**src/rtl/pipeline_hazard_ctrl.sv**
```systemverilog
// -----------------------------------------------------------------------------
// pipeline_hazard_ctrl
//
// Front-end hazard controller for the fetch/decode stages. Arbitrates three
// stall/flush sources with priority branch > instruction-cache miss > load-use
// and drives the enables for the fetch PC register, the IF/ID register and the
// control-unit path into ID/EX.
//
// Ports:
//   clk           rising-edge clock
//   rst           synchronous, active-high reset
//   if_hit        fetch hit bit for the instruction being fetched
//   branch_taken  PCSrc, branch resolved taken this cycle
//   id_rs, id_rt  source register fields of the instruction in IF/ID
//   id_uses_rt    instruction in ID reads rt
//   ex_mem_read   instruction in EX is a load
//   ex_rt         destination register of the load in EX
//   pc_write      enable for the fetch PC register
//   if_id_write   enable for the IF/ID register
//   if_id_flush   load a NOP into IF/ID when if_id_write=1
//   id_ex_bubble  force all ID/EX control bits to 0
//   refill_req    one-cycle pulse requesting a cache line refill
//   refill_busy   high while the refill countdown is running
//   stall_cycles  saturating count of non-reset cycles with pc_write=0
// -----------------------------------------------------------------------------
module pipeline_hazard_ctrl #(
    parameter int MISS_PENALTY = 4,   // REFILL cycles after miss detection, 1..255
    parameter int REG_W        = 5
) (
    input  logic             clk,
    input  logic             rst,
    input  logic             if_hit,
    input  logic             branch_taken,
    input  logic [REG_W-1:0] id_rs,
    input  logic [REG_W-1:0] id_rt,
    input  logic             id_uses_rt,
    input  logic             ex_mem_read,
    input  logic [REG_W-1:0] ex_rt,
    output logic             pc_write,
    output logic             if_id_write,
    output logic             if_id_flush,
    output logic             id_ex_bubble,
    output logic             refill_req,
    output logic             refill_busy,
    output logic [15:0]      stall_cycles
);

    typedef enum logic {
        ST_RUN    = 1'b0,
        ST_REFILL = 1'b1
    } state_e;

    state_e      state_q, state_d;
    logic [7:0]  cnt_q, cnt_d;
    logic [15:0] stall_q, stall_d;
    logic        lu;

    // Register 0 is hard-wired zero, so a load targeting it never creates a hazard.
    assign lu = ex_mem_read && (ex_rt != '0) &&
                ((ex_rt == id_rs) || (id_uses_rt && (ex_rt == id_rt)));

    always_comb begin
        // NOTE: every output and next-state signal gets a default first so no
        // path through the case leaves it unassigned and infers a latch.
        pc_write     = 1'b1;
        if_id_write  = 1'b1;
        if_id_flush  = 1'b0;
        id_ex_bubble = 1'b0;
        refill_req   = 1'b0;
        refill_busy  = 1'b0;
        state_d      = state_q;
        cnt_d        = cnt_q;

        if (rst) begin
            // Hold fetch and feed NOPs/bubbles downstream while in reset.
            pc_write     = 1'b0;
            if_id_flush  = 1'b1;
            id_ex_bubble = 1'b1;
        end else if (branch_taken) begin
            // Redirect wins over everything, and also aborts any refill.
            if_id_flush  = 1'b1;
            id_ex_bubble = 1'b1;
            state_d      = ST_RUN;
            if (state_q == ST_REFILL) begin
                cnt_d = 8'd0;
            end
        end else if (state_q == ST_REFILL || !if_hit) begin
            // Fetch is stalled on the cache. The instruction in ID either holds
            // behind a load-use hazard or advances and is replaced by a NOP.
            pc_write = 1'b0;
            if (lu) begin
                if_id_write  = 1'b0;
                id_ex_bubble = 1'b1;
            end else begin
                if_id_flush  = 1'b1;
            end

            if (state_q == ST_RUN) begin
                refill_req = 1'b1;
                state_d    = ST_REFILL;
                cnt_d      = 8'(MISS_PENALTY);
            end else begin
                refill_busy = 1'b1;
                cnt_d       = cnt_q - 8'd1;
                if (cnt_q == 8'd1) begin
                    state_d = ST_RUN;
                end
            end
        end else if (lu) begin
            pc_write     = 1'b0;
            if_id_write  = 1'b0;
            id_ex_bubble = 1'b1;
        end
    end

    // Reset cycles are excluded; the count saturates instead of wrapping.
    always_comb begin
        stall_d = stall_q;
        if (!rst && !pc_write && (stall_q != 16'hFFFF)) begin
            stall_d = stall_q + 16'd1;
        end
    end

    // NOTE: sequential state uses non-blocking assignments so every register
    // samples the pre-edge values regardless of statement order.
    always_ff @(posedge clk) begin
        if (rst) begin
            state_q <= ST_RUN;
            cnt_q   <= 8'd0;
            stall_q <= 16'd0;
        end else begin
            state_q <= state_d;
            cnt_q   <= cnt_d;
            stall_q <= stall_d;
        end
    end

    assign stall_cycles = stall_q;

endmodule

```
**config.mk**
```make
export PLATFORM = sky130hd
export DESIGN_NAME = pipeline_hazard_ctrl
export DESIGN_NICKNAME = d
export VERILOG_FILES = /design/src/rtl/pipeline_hazard_ctrl.sv
export SDC_FILE = /design/constraint.sdc
export NUM_CORES = 1
export LEC_CHECK = 0
export CAP_MARGIN = 20
export CORE_UTILIZATION = 48
export DETAILED_ROUTE_END_ITERATION = 16
export GPL_TIMING_DRIVEN = 1
export PLACE_DENSITY = 0.81
export SYNTH_ARGS = -nofsm -noshare
export SYNTH_HDL_FRONTEND = slang
export SYNTH_SLANG_ARGS = --single-unit
```
**constraint.sdc**
```tcl
create_clock -name clk -period 2.1 [get_ports clk]
set_input_delay 0.42 -clock clk [delete_from_list [all_inputs] [get_ports clk]]
set_output_delay 0.42 -clock clk [all_outputs]
set_load 0.02 [all_outputs]
```
# After elaboration in Yosys (flattened, before gate mapping)
# Cells that the tools add are included.
[op_classes]
n_bitwise = 0
magnitude_cmp = 0
mux = 26
n_mul = 0
shifts = 0
n_reduce_logical = 14
n_div = 0
n_addsub = 2
n_eq_ne = 5
[op_table]
columns = ["op", "count"]
rows = [
  ["2-to-1 mux 8 bit", 4],
  ["2-to-1 mux 1 bit", 22],
  ["adder 16 x 1 -> 16 bit, second input constant", 1],
  ["!= test 16 bit, second input constant", 1],
  ["equality test 5 bit", 2],
  ["equality test 8 x 1 -> 1 bit, second input constant", 1],
  ["subtractor 8 x 1 -> 8 bit, second input constant", 1],
  ["logical AND 1 bit", 5],
  ["nonzero test 5 bit", 1],
  ["logical NOT 1 bit", 3],
  ["logical OR 1 bit", 2],
  ["!= test 2 x 1 -> 1 bit, second input constant", 1],
  ["AND reduction 2 bit", 1],
  ["nonzero test 2 bit", 1],
  ["OR reduction 2 bit", 1],
]
[word_totals]
mem_bits_rw = 0
out_inout_bits = 22
latch_bits = 0
word_cells = 50
inputBits = 21
n_memories = 0
register_bits = 25
romBits = 0

# Longest topological paths before layout
# Gate-level depths: netlist of run 1.
[logic_depth]
depth_word = 11
mapped_depth = 8
mapped_depth_nobuf = 6

# Worst setup path after synthesis of run 1
# Ideal clock, no wire load.
[synth_path]
kind = "input -> output"
startpoint = "input port ex_rt[1]"
endpoint = "output port pc_write"
n_path_buf = 0
t_arrival_ps = 1595
path_slack_ps = 85
cell_stages = 4
required_ps = 1680
path_cell_list = "or4_1 o21ai_2 o21ai_1 a21oi_1"
[synth_via]
elab_chain_cells = 8
elab_cells_between_ends = 11
classes_between = "eq/ne: 2; mux: 4; reduce/logical: 5"
[synth_lines]
columns = ["item", "line", "rtl"]
rows = [
  ["from (decl)", "38", "input logic [REG_W-1:0] ex_rt,"],
  ["equality test 5 bit", "60", "((ex_rt == id_rs) || (id_uses_rt && (ex_rt == id_rt)));"],
  ["logical AND 1 bit", "60", ""],
  ["logical OR 1 bit", "60", ""],
  ["logical AND 1 bit (*)", "59", "assign lu = ex_mem_read && (ex_rt != '0) &&"],
  ["2-to-1 mux 1 bit (*)", "109", "end else if (lu) begin"],
  ["2-to-1 mux 1 bit (*)", "87", "end else if (state_q == ST_REFILL || !if_hit) begin"],
  ["2-to-1 mux 1 bit (*)", "79", "end else if (branch_taken) begin"],
  ["2-to-1 mux 1 bit (*)", "74", "if (rst) begin"],
  ["to (decl)", "39", "output logic pc_write,"],
]
# Mark *: on every way between the ends. The rest lies on a longest branch, timed or not.

# Final worst setup path of run 1
[layout_path]
startpoint = "input port ex_rt[1]"
endpoint = "output port id_ex_bubble"
[layout_via]
elab_chain_cells = 7
elab_cells_between_ends = 10
classes_between = "eq/ne: 2; mux: 3; reduce/logical: 5"
[layout_lines]
columns = ["item", "line", "rtl"]
rows = [
  ["equality test 5 bit", "60", ""],
  ["logical AND 1 bit", "60", ""],
  ["logical OR 1 bit", "60", ""],
  ["logical AND 1 bit (*)", "59", ""],
  ["2-to-1 mux 1 bit (*)", "91, 109", ""],
  ["2-to-1 mux 1 bit (*)", "79", ""],
  ["2-to-1 mux 1 bit (*)", "74", ""],
  ["to (decl)", "42", "output logic id_ex_bubble,"],
]
# Marked as above.

==> flow_summary.rst, run 1 <==
.. list-table::
   :header-rows: 1

   * - Metric
     - Value
   * - Cell area after layout
     - 2370 um2
   * - Hpwl dp
     - about 3.0 mm
   * - RSZ-0062 raised after global routing
     - yes
   * - Die width
     - 59.2 um
   * - Die span in y
     - between 50 and 60 um
   * - Port bufs
     - 42
   * - Post-route worst hold slack
     - 476 ps
   * - Final net count
     - between 200 and 300
   * - Vias in the first global route
     - 1652
   * - Skew final
     - about 3.3 ps
   * - Number of fill cells
     - 246
   * - Net count after synthesis
     - ~210
   * - Area growth from synthesis to final layout
     - 51.1%
   * - WP data arrival
     - 1670 ps
   * - Number of nets with antenna violations after routing
     - 0
   * - Cell repeated most along the worst path
     - sky130_fd_sc_hd__buf_6
   * - Total global routing overflow
     - 0
   * - Crit. End Element
     - output pin
   * - Global-route wire length before repair
     - around 7.0 mm
   * - Pin count of the biggest net entering global routing
     - 21
   * - Post-synthesis sequential element count
     - 25
   * - Count of different cell masters after synthesis
     - 42
   * - Worst slew margin relative to its limit
     - 65.5%
   * - Via count
     - 1736
   * - Transition at the pin with the smallest max-transition slack
     - around 510 ps
   * - Gate Count Post-Synth
     - between 150 and 200
   * - Main synth FF type
     - sky130_fd_sc_hd__dfxtp_1
   * - Share of the clock period used by the worst path after layout
     - around 100%
   * - Worst setup path start
     - ex_rt[1]
   * - Clock insertion delay at the later pin of the skew report
     - between 300 and 400 ps
   * - Startpoint of the tightest hold check path
     - cnt_q[7]
   * - First drt pass iteration count
     - 4
   * - Share of synthesized area occupied by flip-flops and latches
     - 31.9%
   * - Pins over their slew limit
     - 0
   * - Number of buffers inserted for hold repair after clock tree synthesis
     - 0
   * - Highest-delay cell along the critical path
     - sky130_fd_sc_hd__or4_4
   * - Clk root buf
     - sky130_fd_sc_hd__clkbuf_4
   * - EDFF count, synth
     - 0
   * - Maximum level of the CTS H-tree
     - 1
   * - Area occupied by registers
     - 500 um2
   * - Leakage power of the design
     - 0.923 nW
   * - Total I/O pin count
     - 43
   * - Minimum clock period
     - 2090 ps
   * - Area of the mapped netlist
     - ~1600 um2
   * - Fmax
     - 478 MHz
   * - Combined global-route utilization of all metal layers
     - between 20% and 30%
   * - Average size of a mapped cell
     - 8.26 um2
   * - Clock buffer count from CTS
     - 3
   * - TritonCTS clock tree
     - done
   * - Critical-path cell list
     - buf_6 > or4_4 > o21ai_4 > buf_4 > buf_6 > o21ai_1 > buf_2
   * - Top cell type's share of synthesized area
     - 31.9%
   * - Placement row count
     - 20
   * - Initial antenna violation count
     - 0
   * - Clock-pin slew on the worst setup and hold paths
     - 130 ps
   * - Buffers from clock root to sink, at most
     - 2
   * - Detail-routed via count per cell
     - 5.65
   * - Top cells by area, synth
     - sky130_fd_sc_hd__dfxtp_1, sky130_fd_sc_hd__xnor2_1, sky130_fd_sc_hd__nor2_1
   * - Overall die area
     - ~3500 um2
   * - Result of the run
     - complete, no violations
   * - Total wirelength of the detailed-routed design
     - 4.32 mm
   * - Final antenna diode count
     - 0
   * - Max-cap violation count
     - 0
   * - Violation count after the first detailed-routing iteration
     - approximately 110
   * - Top Family by Delay on Critical Path
     - simple AND/OR/NAND/NOR gates
   * - P per Cell Area
     - 411 nW/um2
   * - Source of the worst register-to-register timing path
     - stall_cycles[1]
   * - Yosys warning total
     - 0
   * - Post-placement cell area
     - ~2300 um2
   * - Fin Setup TNS
     - 0 ps
   * - Type of element launching the critical path
     - input port
   * - Dominant cell type by area after synthesis
     - sky130_fd_sc_hd__dfxtp_1
   * - Share of post-route cells with drive strength above 1
     - 26.2%
   * - Number of setup violations in the final report
     - 0
   * - DRC viols
     - 0
   * - Largest driver fanout on the critical path
     - 3
   * - Initial Utilization
     - 51.0%
   * - Kind of critical path
     - input port to output pin
   * - DR WL/cell
     - about 14 um
   * - Placeable core area
     - 3080 um2
   * - Type of the worst min-delay path
     - flip-flop to flip-flop
   * - Multi-input gate area
     - 1070 um2
   * - Final estimated routing congestion in global placement
     - 0.858
   * - CP Buf/Inv Count
     - 4
   * - Worst vdd rail ir drop
     - 0.000253 V
   * - Final number of hold-violating endpoints
     - 0
   * - Required arrival time at the worst endpoint
     - 1680 ps
   * - Number of sinks driven by the clock tree
     - 25
   * - Biggest cell delay along the critical path
     - 540 ps
   * - Async set-or-reset flop fraction in the synthesized netlist
     - 0%
## layer usage
layer / part of all wire [%] / track usage, % / up-vias
li1: - / - / 863
met1: 42 / 31.6 / 814
met2: 52 / 45.3 / 49
met3: 3.6 / 4.37 / 10
met4: 1.7 / 8.50 / 0
met5: 0 / 0 / -
## state kept, by name (all words and copies together), names as in the netlist
| register | count |
|---|---|
| state_q | 1 |
| cnt_q | 8 |
| stall_cycles | 16 |
## final cells by class
cell class	instances	share of cell area, %
multi-input cells	150	45.3
repair buffers	79	29.4
flip-flops and latches	25	21.1
well taps	44	2.32
clock buffers	4	1.11
inverters	5	0.791
## what timing repair did
| action | CTS | global route |
|---|---|---|
| gates resized for setup | 52 | 12 |
| pin swaps | 19 | 6 |
| gates cloned | 1 | 0 |
| setup buffers | 0 | 1 |
| hold endpoints to repair | 0 | 0 |
| setup endpoints to repair | 20 | 16 |
## worst reg2reg max path, cell delays in order, from the launching register on
cell,delay (ps)
sky130_fd_sc_hd__dfxtp_1,370
sky130_fd_sc_hd__ha_1,210
sky130_fd_sc_hd__nand4_1,140
sky130_fd_sc_hd__nor4bb_1,520
sky130_fd_sc_hd__a211o_4,270
sky130_fd_sc_hd__nor4_2,80
sky130_fd_sc_hd__mux2_4,300
## path summary, 6_finish.rpt
path                       to  slack [ps]  cells past startpoint
max              id_ex_bubble           8                      7
min                  cnt_q[7]         480                      1
max reg2reg  stall_cycles[13]         130                      6
min reg2reg          cnt_q[7]         480                      1
## cell usage after synthesis (all sizes together) (3+ instances only)
master and n:
inv 5, o31ai 8, nor2b 7, a21oi 11, buf 5, a311oi 3
nor3 5, xnor2 10, a31oi 3, mux2 4, nand2 15, nand3 10
clkbuf 5, nand4 6, or4 8, mux2i 3, nor2 20, nor4 5
o21ai 8, ha 3, dfxtp 25
## cell usage in the layout (no fill, tap or decap), types with 4 or more instances in the layout
| cell type | n |
|---|---|
| sky130_fd_sc_hd__nor2b_1 | 7 |
| sky130_fd_sc_hd__nand2_1 | 15 |
| sky130_fd_sc_hd__buf_2 | 4 |
| sky130_fd_sc_hd__nor3_1 | 5 |
| sky130_fd_sc_hd__buf_4 | 36 |
| sky130_fd_sc_hd__o21ai_1 | 5 |
| sky130_fd_sc_hd__xnor2_1 | 7 |
| sky130_fd_sc_hd__o31ai_1 | 8 |
| sky130_fd_sc_hd__nor2_1 | 19 |
| sky130_fd_sc_hd__nand3_1 | 9 |
| sky130_fd_sc_hd__or4_1 | 6 |
| sky130_fd_sc_hd__dlygate4sd2_1 | 13 |
| sky130_fd_sc_hd__nand4_1 | 6 |
| sky130_fd_sc_hd__inv_1 | 5 |
| sky130_fd_sc_hd__a21oi_1 | 11 |
| sky130_fd_sc_hd__dfxtp_1 | 25 |
| sky130_fd_sc_hd__clkdlybuf4s50_1 | 20 |
## logic make-up after synthesis
family,share of synthesized area [%]
buffers and inverters,5.18
muxes,5.50
DFF,31.9
adders and majority gates,2.39
and+or+nand+nor,29.2
xor gates and xnor gates,5.58
AOI/OAI and AO/OA,20.3
## report_power, final
group	switching [W]	leakage [nW]	internal, W	total, W
combinational	0.000126	0.706	0.000137	0.000263
sequential	0.00000930	0.202	0.000483	0.000493
clock	0.000144	0.0150	0.0000743	0.000219
## per-stage QoR
step	worst slack, ps	instances	utilization, %	power, W
after floorplan	85.3	190	-	0.000619
after global placement	-724	301	73.4	0.000735
after detailed placement	-737	301	73.4	0.000740
after CTS	-12.8	306	75.4	0.000958
after global routing	-40.0	307	77.1	0.00102
final	8.11	307	77.1	0.000974
Power figures use the tool's default switching activity.
==> inputs of run 2 (changes only) <==
--- a/config.mk
+++ b/config.mk
@@ -5,7 +5,7 @@
 export SDC_FILE = /design/constraint.sdc
 export NUM_CORES = 1
 export LEC_CHECK = 0
-export CAP_MARGIN = 20
+export CAP_MARGIN = 25
 export CORE_UTILIZATION = 48
 export DETAILED_ROUTE_END_ITERATION = 16
 export GPL_TIMING_DRIVEN = 1
==> results of run 2 <==
Same layout as run 1: the final DEF is identical, and so are final timing and power.
